File: src/rtl/spi_mfrc522_pkg.sv
// Shared FSM encoding, frame constants and address-byte helper
// for the MFRC522-style SPI master.
package spi_mfrc522_pkg;

   typedef enum logic [2:0] {
      ST_IDLE,
      ST_SETUP,
      ST_SHIFT,
      ST_HOLD,
      ST_GAP
   } spi_state_t;

   localparam int WR_BYTES = 2;
   localparam int RD_BYTES = 3;
   localparam logic [7:0] DUMMY_BYTE = 8'h00;

   function automatic logic [7:0] addr_byte(
      input logic [6:0] addr,
      input logic       rw
   );
      return {addr, rw};
   endfunction

endpackage

File: src/rtl/spi_mfrc522_master_sck_gen.sv
// SCK divider: half-period of CLK_DIV cycles, low half first,
// with one-cycle strobes marking the edge at which SCK toggles.
module spi_sck_gen #(
   parameter int CLK_DIV = 4
) (
   input  logic axi_aclk,
   input  logic axi_areset,
   input  logic en,
   output logic sck_rise,
   output logic sck_fall,
   output logic spi_sck
);

   localparam int CW = (CLK_DIV > 1) ? $clog2(CLK_DIV) : 1;
   localparam logic [CW-1:0] LAST = CW'(CLK_DIV - 1);

   logic [CW-1:0] div_cnt;
   logic          wrap;

   assign wrap     = en && (div_cnt == LAST);
   assign sck_rise = wrap && !spi_sck;
   assign sck_fall = wrap && spi_sck;

   always_ff @(posedge axi_aclk or posedge axi_areset) begin
      if (axi_areset) begin
         div_cnt <= '0;
         spi_sck <= 1'b0;
      end else if (!en) begin
         div_cnt <= '0;
         spi_sck <= 1'b0;
      end else if (wrap) begin
         div_cnt <= '0;
         spi_sck <= !spi_sck;
      end else begin
         div_cnt <= div_cnt + CW'(1);
      end
   end

endmodule

File: src/rtl/spi_mfrc522_master.sv
// Mode 0 SPI master turning register commands into MFRC522 frames.
// Optional SPI_MFRC522_TXN_COUNT_EN builds the completed-frame counter.
module spi_mfrc522_master
   import spi_mfrc522_pkg::*;
#(
   parameter int CLK_DIV  = 4,
   parameter int CS_SETUP = 2,
   parameter int CS_HOLD  = 2,
   parameter int CS_IDLE  = 4
) (
   input  logic        axi_aclk,
   input  logic        axi_areset,
   input  logic        cmd_valid,
   output logic        cmd_ready,
   input  logic        cmd_rw,
   input  logic [6:0]  cmd_addr,
   input  logic [7:0]  cmd_wdata,
   output logic        rsp_valid,
   output logic [7:0]  rsp_rdata,
   output logic        busy,
   output logic [15:0] txn_count,
   output logic        spi_cs_n,
   output logic        spi_sck,
   output logic        spi_mosi,
   input  logic        spi_miso
);

   localparam int SETUP_N = (CS_SETUP > 1) ? CS_SETUP : 1;
   localparam int HOLD_N  = (CS_HOLD > 1) ? CS_HOLD : 1;
   localparam int IDLE_N  = (CS_IDLE > 1) ? CS_IDLE : 1;
   localparam logic [15:0] SETUP_LAST = 16'(SETUP_N - 1);
   localparam logic [15:0] HOLD_LAST  = 16'(HOLD_N - 1);
   localparam logic [15:0] IDLE_LAST  = 16'(IDLE_N - 1);

   spi_state_t  state, state_d;
   logic [15:0] tmr;
   logic [7:0]  tx_sr, rx_sr, wdata_q;
   logic        rw_q;
   logic [2:0]  bit_cnt;
   logic [1:0]  byte_cnt, last_byte;
   logic        sck_rise, sck_fall, frame_end;

   spi_sck_gen #(
      .CLK_DIV (CLK_DIV)
   ) u_sck (
      .axi_aclk   (axi_aclk),
      .axi_areset (axi_areset),
      .en         (state == ST_SHIFT),
      .sck_rise   (sck_rise),
      .sck_fall   (sck_fall),
      .spi_sck    (spi_sck)
   );

   assign last_byte = rw_q ? 2'(RD_BYTES - 1) : 2'(WR_BYTES - 1);
   assign frame_end = sck_fall && (bit_cnt == 3'd7) && (byte_cnt == last_byte);

   always_comb begin
      state_d = state;
      unique case (state)
         ST_IDLE:  if (cmd_valid) state_d = ST_SETUP;
         ST_SETUP: if (tmr == SETUP_LAST) state_d = ST_SHIFT;
         ST_SHIFT: if (frame_end) state_d = ST_HOLD;
         ST_HOLD:  if (tmr == HOLD_LAST) state_d = ST_GAP;
         ST_GAP:   if (tmr == IDLE_LAST) state_d = ST_IDLE;
         default:  state_d = ST_IDLE;
      endcase
   end

   always_ff @(posedge axi_aclk or posedge axi_areset) begin
      if (axi_areset) begin
         state     <= ST_IDLE;
         tmr       <= '0;
         tx_sr     <= '0;
         rx_sr     <= '0;
         wdata_q   <= '0;
         rw_q      <= 1'b0;
         bit_cnt   <= '0;
         byte_cnt  <= '0;
         rsp_rdata <= '0;
      end else begin
         state <= state_d;
         tmr   <= (state_d != state) ? 16'd0 : tmr + 16'd1;
         if (state == ST_IDLE && cmd_valid) begin
            rw_q     <= cmd_rw;
            wdata_q  <= cmd_wdata;
            tx_sr    <= addr_byte(cmd_addr, cmd_rw);
            bit_cnt  <= '0;
            byte_cnt <= '0;
         end
         if (sck_rise) rx_sr <= {rx_sr[6:0], spi_miso};
         // Byte boundary reloads the shifter on the same falling edge
         if (sck_fall) begin
            bit_cnt <= bit_cnt + 3'd1;
            if (bit_cnt != 3'd7) begin
               tx_sr <= {tx_sr[6:0], 1'b0};
            end else if (byte_cnt == last_byte) begin
               tx_sr <= '0;
            end else begin
               byte_cnt <= byte_cnt + 2'd1;
               tx_sr    <= (byte_cnt == 2'd0 && !rw_q) ? wdata_q : DUMMY_BYTE;
            end
         end
         if (state == ST_HOLD && state_d == ST_GAP)
            rsp_rdata <= rw_q ? rx_sr : 8'h00;
      end
   end

   assign cmd_ready = (state == ST_IDLE);
   assign busy      = !cmd_ready;
   assign rsp_valid = (state == ST_GAP) && (tmr == 16'd0);
   assign spi_cs_n  = !(state inside {ST_SETUP, ST_SHIFT, ST_HOLD});
   assign spi_mosi  = tx_sr[7];

`ifdef SPI_MFRC522_TXN_COUNT_EN
   logic [15:0] txn_q;

   always_ff @(posedge axi_aclk or posedge axi_areset) begin
      if (axi_areset) txn_q <= '0;
      else if (rsp_valid) txn_q <= txn_q + 16'd1;
   end

   assign txn_count = txn_q;
`else
   assign txn_count = 16'h0000;
`endif

endmodule

File: config.mk
export PLATFORM = sky130hd
export DESIGN_NAME = spi_mfrc522_master
export DESIGN_NICKNAME = d
export VERILOG_FILES = /design/src/rtl/spi_mfrc522_pkg.sv /design/src/rtl/spi_mfrc522_master_sck_gen.sv /design/src/rtl/spi_mfrc522_master.sv
export SDC_FILE = /design/constraint.sdc
export NUM_CORES = 1
export LEC_CHECK = 0
export BUFFER_PORTS_ARGS = -buffer_cell sky130_fd_sc_hd__buf_2
export CORE_AREA = 2 2 77 79
export DETAILED_ROUTE_END_ITERATION = 7
export DIE_AREA = 0 0 79 81
export PLACE_DENSITY = 0.8
export SETUP_SLACK_MARGIN = 0.05
export SYNTH_ARGS = -nofsm -noshare
export SYNTH_HDL_FRONTEND = slang
export SYNTH_HIERARCHICAL = 1
export SYNTH_SLANG_ARGS = --single-unit
File: constraint.sdc
create_clock -name axi_aclk -period 2.8 [get_ports axi_aclk]
set_input_delay 0.28 -clock axi_aclk [delete_from_list [all_inputs] [get_ports axi_aclk]]
set_output_delay 0.28 -clock axi_aclk [all_outputs]
set_load 0.01 [all_outputs]
==> flow_summary.html <==
<table>
<tr><th>Metric</th><th>Value</th></tr>
<tr><th colspan="2">Status</th></tr>
<tr><td>Status</td><td>finished, final reports clean</td></tr>
<tr><th colspan="2">Floorplan</th></tr>
<tr><td>Die height</td><td>~81 um</td></tr>
<tr><td>Starting utilization of the core area</td><td>0.5340</td></tr>
<tr><td>Number of primary I/O pins</td><td>50</td></tr>
<tr><td>Die span in x</td><td>approximately 80 um</td></tr>
<tr><td>Total core area</td><td>0.005675 sq mm</td></tr>
<tr><td>Area of the die</td><td>0.006399 sq mm</td></tr>
<tr><td>Site Rows</td><td>28</td></tr>
<tr><th colspan="2">Clock network</th></tr>
<tr><td>Master cell of the clock root buffer</td><td>sky130_fd_sc_hd__clkbuf_8</td></tr>
<tr><td>Maximum count of clock buffers along a single path</td><td>2</td></tr>
<tr><td>Clock-pin transition on the worst setup and hold timing paths</td><td>0.06 ns</td></tr>
<tr><td>Number of sinks driven by the clock tree</td><td>60</td></tr>
<tr><td>Number of buffers created by CTS</td><td>9</td></tr>
<tr><td>Post-CTS Setup Inserts</td><td>0</td></tr>
<tr><td>Number of levels in the clock H-tree</td><td>3</td></tr>
<tr><td>Clock tree from TritonCTS</td><td>done</td></tr>
<tr><td>Clock latency on the worst-skew pair</td><td>0.34 ns</td></tr>
<tr><th colspan="2">Critical path</th></tr>
<tr><td>Startpoint kind of the worst setup timing path</td><td>flop</td></tr>
<tr><td>Type of destination of the critical path</td><td>flop</td></tr>
<tr><td>Data required time at the worst endpoint</td><td>2.97 ns</td></tr>
<tr><td>Highest fanout seen on the critical path</td><td>16</td></tr>
<tr><td>Kind of critical path</td><td>reg -&gt; reg</td></tr>
<tr><td>Arrival time worst endpoint</td><td>approximately 2.5 ns</td></tr>
<tr><th colspan="2">Detailed routing</th></tr>
<tr><td>Initial DRC count</td><td>109</td></tr>
<tr><td>Total vias in the final route</td><td>2200</td></tr>
<tr><td>Routed length per placed instance</td><td>14.20 um</td></tr>
<tr><td>Detailed Routing Iterations Pass 1</td><td>4</td></tr>
<tr><td>Via count normalized by instance count</td><td>between 5 and 6</td></tr>
<tr><td>DR DRC count</td><td>0</td></tr>
<tr><td>Final WL</td><td>5666 um</td></tr>
<tr><td>Number of routed nets with antenna violations</td><td>0</td></tr>
<tr><th colspan="2">Placed design</th></tr>
<tr><td>Pre-CTS WS</td><td>0.4970 ns</td></tr>
<tr><td>Standard cell area after detailed placement</td><td>0.003217 sq mm</td></tr>
<tr><td>Total half-perimeter wirelength after legalization and detailed placement</td><td>3851 um</td></tr>
<tr><td>Number of buffers inserted by port buffering</td><td>33</td></tr>
<tr><td>Placer's final routability congestion estimate</td><td>0.7549</td></tr>
<tr><th colspan="2">STA</th></tr>
<tr><td>Setup violators final</td><td>0</td></tr>
<tr><td>Post-route setup slack</td><td>between 0.4 and 0.5 ns</td></tr>
<tr><td>Period minus WS final</td><td>2.303 ns</td></tr>
<tr><td>Share of the cycle needed by the critical path after routing</td><td>0.8226</td></tr>
<tr><td>Worst rel slew slack</td><td>0.3654</td></tr>
<tr><td>Transition time at the pin with the least slew margin</td><td>0.9496 ns</td></tr>
<tr><td>Final slew viol count</td><td>0</td></tr>
<tr><td>Highest clock frequency the design can meet</td><td>0.4342 GHz</td></tr>
<tr><td>Setup TNS Final</td><td>0 ns</td></tr>
<tr><td>RSZ-0062 raised after global routing</td><td>no</td></tr>
<tr><td>Clock skew</td><td>0.006882 ns</td></tr>
<tr><td>Final Hold Viols</td><td>0</td></tr>
<tr><th colspan="2">Finish</th></tr>
<tr><td>Total area of sequential cells</td><td>0.001501 sq mm</td></tr>
<tr><td>Antenna diode instance count</td><td>0</td></tr>
<tr><td>Post-layout instance area</td><td>0.003396 sq mm</td></tr>
<tr><td>Nets</td><td>347</td></tr>
<tr><td>Share of layout cells above drive strength 1</td><td>0.2562</td></tr>
<tr><td>Area used by multi-input combinational logic</td><td>0.001359 sq mm</td></tr>
<tr><td>Filler cells</td><td>about 470</td></tr>
<tr><td>Area growth, synth to finish</td><td>12.06%</td></tr>
<tr><td>Final core utilization</td><td>0.5983</td></tr>
<tr><th colspan="2">Logic synthesis</th></tr>
<tr><td>Yosys Warn Count</td><td>6</td></tr>
<tr><td>Cell types with the largest area share after synthesis</td><td>sky130_fd_sc_hd__dfrtp_1 (50%), sky130_fd_sc_hd__mux2_2 (6.3%), sky130_fd_sc_hd__buf_4 (4.2%)</td></tr>
<tr><td>Most numerous cell types in the synthesized netlist</td><td>sky130_fd_sc_hd__dfrtp_1 (60), sky130_fd_sc_hd__nand2_1 (24), sky130_fd_sc_hd__a21oi_1 (21)</td></tr>
<tr><td>Area share of the largest cell type after synthesis</td><td>0.4955</td></tr>
<tr><td>Gate count of the mapped netlist</td><td>280</td></tr>
<tr><td>Mean instance size in the synthesized netlist</td><td>10.82 sq um</td></tr>
<tr><td>Number of distinct standard cells referenced by the synthesized netlist</td><td>45</td></tr>
<tr><td>Post-Synthesis Cell Area</td><td>0.003030 sq mm</td></tr>
<tr><td>Prevailing post-synth register cell</td><td>sky130_fd_sc_hd__dfrtp_1</td></tr>
<tr><td>Count leader, synth</td><td>sky130_fd_sc_hd__dfrtp_1</td></tr>
<tr><td>Register bit total from synthesis</td><td>60</td></tr>
<tr><td>Cell taking the most area after synthesis</td><td>sky130_fd_sc_hd__dfrtp_1</td></tr>
<tr><td>Sequential cell area fraction in the yosys report</td><td>0.4955</td></tr>
<tr><td>Count of flip-flops with a built-in enable after synthesis</td><td>0</td></tr>
<tr><td>Fraction of registers with async set or reset after synthesis</td><td>1.000</td></tr>
<tr><th colspan="2">Worst hold path</th></tr>
<tr><td>Class of the tightest hold or removal check</td><td>in -&gt; reg</td></tr>
<tr><th colspan="2">Power and ir drop</th></tr>
<tr><td>Switching power summed over all nets</td><td>between 300 and 400 uW</td></tr>
<tr><td>Logic pwr share</td><td>0.029</td></tr>
<tr><td>Peak ir drop on the vdd network</td><td>311.1 uV</td></tr>
<tr><td>Power per Cell Area</td><td>about 470 mW/mm^2</td></tr>
<tr><td>Switching Share</td><td>0.2196</td></tr>
<tr><td>Clock power share</td><td>0.424</td></tr>
<tr><td>Internal power consumption</td><td>1248 uW</td></tr>
<tr><td>Portion of total power attributed to sequential cells</td><td>0.547</td></tr>
<tr><td>Leakage power figure</td><td>0.001692 uW</td></tr>
<tr><th colspan="2">GRT</th></tr>
<tr><td>Leftover overflow at the end of global routing</td><td>0</td></tr>
<tr><td>Vias in the first global route</td><td>between 2000 and 2500</td></tr>
<tr><td>Largest net degree at the start of global routing</td><td>58</td></tr>
<tr><td>First-pass GRT wire length</td><td>9570 um</td></tr>
<tr><td>Number of antenna violations at the first check in global routing</td><td>0</td></tr>
<tr><td>Total track usage</td><td>0.1955</td></tr>
<tr><th colspan="2">Job</th></tr>
<tr><td>Max-Cap Viols</td><td>0</td></tr>
</table>
## logic make-up (layout without fill, tap and decap cells)
kind of cell	count (synthesis)	after routing	synth area share
adders and majority gates	7	7	0.02890
buffers and inverters	40	69	0.07473
and+or+nand+nor	67	67	0.1313
DFF	60	60	0.4955
muxes	25	25	0.08960
other	1	16	0.001237
AOI/OAI and AO/OA	68	68	0.1441
xor gates and xnor gates	12	12	0.03468
## critical path, stage by stage (launching register included)
cell,delay [ns]
sky130_fd_sc_hd__dfrtp_1,0.42
sky130_fd_sc_hd__inv_1,0.13
sky130_fd_sc_hd__nand2_1,0.09
sky130_fd_sc_hd__nor2_1,0.24
sky130_fd_sc_hd__and3_2,0.34
sky130_fd_sc_hd__nand3_1,0.09
sky130_fd_sc_hd__o32a_1,0.32
sky130_fd_sc_hd__o211ai_2,0.15
sky130_fd_sc_hd__buf_4,0.25
sky130_fd_sc_hd__a22oi_1,0.11
## power by group through the flow
stage	Clock, uW	Sequential [uW]	Combinational, uW
floorplan	0	890	43.3
global placement	0	890	46.3
detailed placement	0	891	47.0
CTS	685	875	47.9
global route	727	875	54.6
finish	678	875	46.7
## timing repair
| action | in CTS | in global routing |
|---|---|---|
| hold buffers | 1 | 0 |
| resized for setup | 0 | 0 |
| hold endpoints to repair | 3 | 0 |
## worst paths after layout
path | startpoint | to | slack, ns | depth (start not counted)
hold / removal | cmd_wdata[4] | wdata_q[4] | 0.17 | 2
max in group asynchronous | axi_areset | tmr[13] | 1.61 | 4
min in group asynchronous | axi_areset | u_sck/div_cnt[0] | 0.36 | 3
hold reg to reg | u_sck/div_cnt[0] | u_sck/div_cnt[0] | 0.46 | 1
setup / recovery | state[2] | tmr[13] | 0.50 | 9
setup reg to reg | state[2] | tmr[13] | 0.50 | 9
## per-stage QoR
stage	hold slack [ns]	power, uW	instances
after global routing	0.1719	1656	399
after floorplan	0.03364	932.9	295
after detailed placement	0.1674	937.8	383
after CTS	0.1636	1608	399
final	0.1699	1600	399
after global placement	0.1639	936.8	383
## registers in the layout, indices dropped and copies added, names as in the netlist
name,cells
tx_sr,8
bit_cnt,3
byte_cnt,2
u_sck/div_cnt,2
rsp_rdata,8
tmr,16
wdata_q,8
rw_q,1
rx_sr,8
state,3
u_sck/spi_sck,1
## per-layer routing
metal / vias to the layer above / share of wire / GRT usage
met5: - / 0 / 0
met4: 0 / 0.011 / 0.1052
met3: 11 / 0.042 / 0.04667
met2: 46 / 0.51 / 0.3229
met1: 1093 / 0.43 / 0.2390
li1: 1050 / - / -
## final cells by class
class	count	area share
Sequential cell	60	0.4422
Clock inverter	2	0.002948
Timing Repair Buffer	40	0.06485
Clock buffer	13	0.04679
Tap cell	75	0.02763
Inverter	14	0.01548
Multi-Input combinational cell	195	0.4001
## placed cells by master, fill, tap and decap left out, types with 7 or more instances in the layout
cell	synthesis	routed
sky130_fd_sc_hd__nor2_1	8	8
sky130_fd_sc_hd__mux2_2	17	17
sky130_fd_sc_hd__nand2_1	24	24
sky130_fd_sc_hd__o21ai_0	18	18
sky130_fd_sc_hd__nand3_1	9	9
sky130_fd_sc_hd__clkbuf_8	0	11
sky130_fd_sc_hd__buf_2	4	33
sky130_fd_sc_hd__a221oi_1	7	7
sky130_fd_sc_hd__inv_1	14	13
sky130_fd_sc_hd__mux2i_1	8	8
sky130_fd_sc_hd__dfrtp_1	60	60
sky130_fd_sc_hd__ha_1	7	7
sky130_fd_sc_hd__conb_1	1	16
sky130_fd_sc_hd__o31ai_1	10	10
sky130_fd_sc_hd__a21oi_1	21	21
sky130_fd_sc_hd__xor2_1	8	8
No activity file was read; power rests on OpenSTA's default activity.
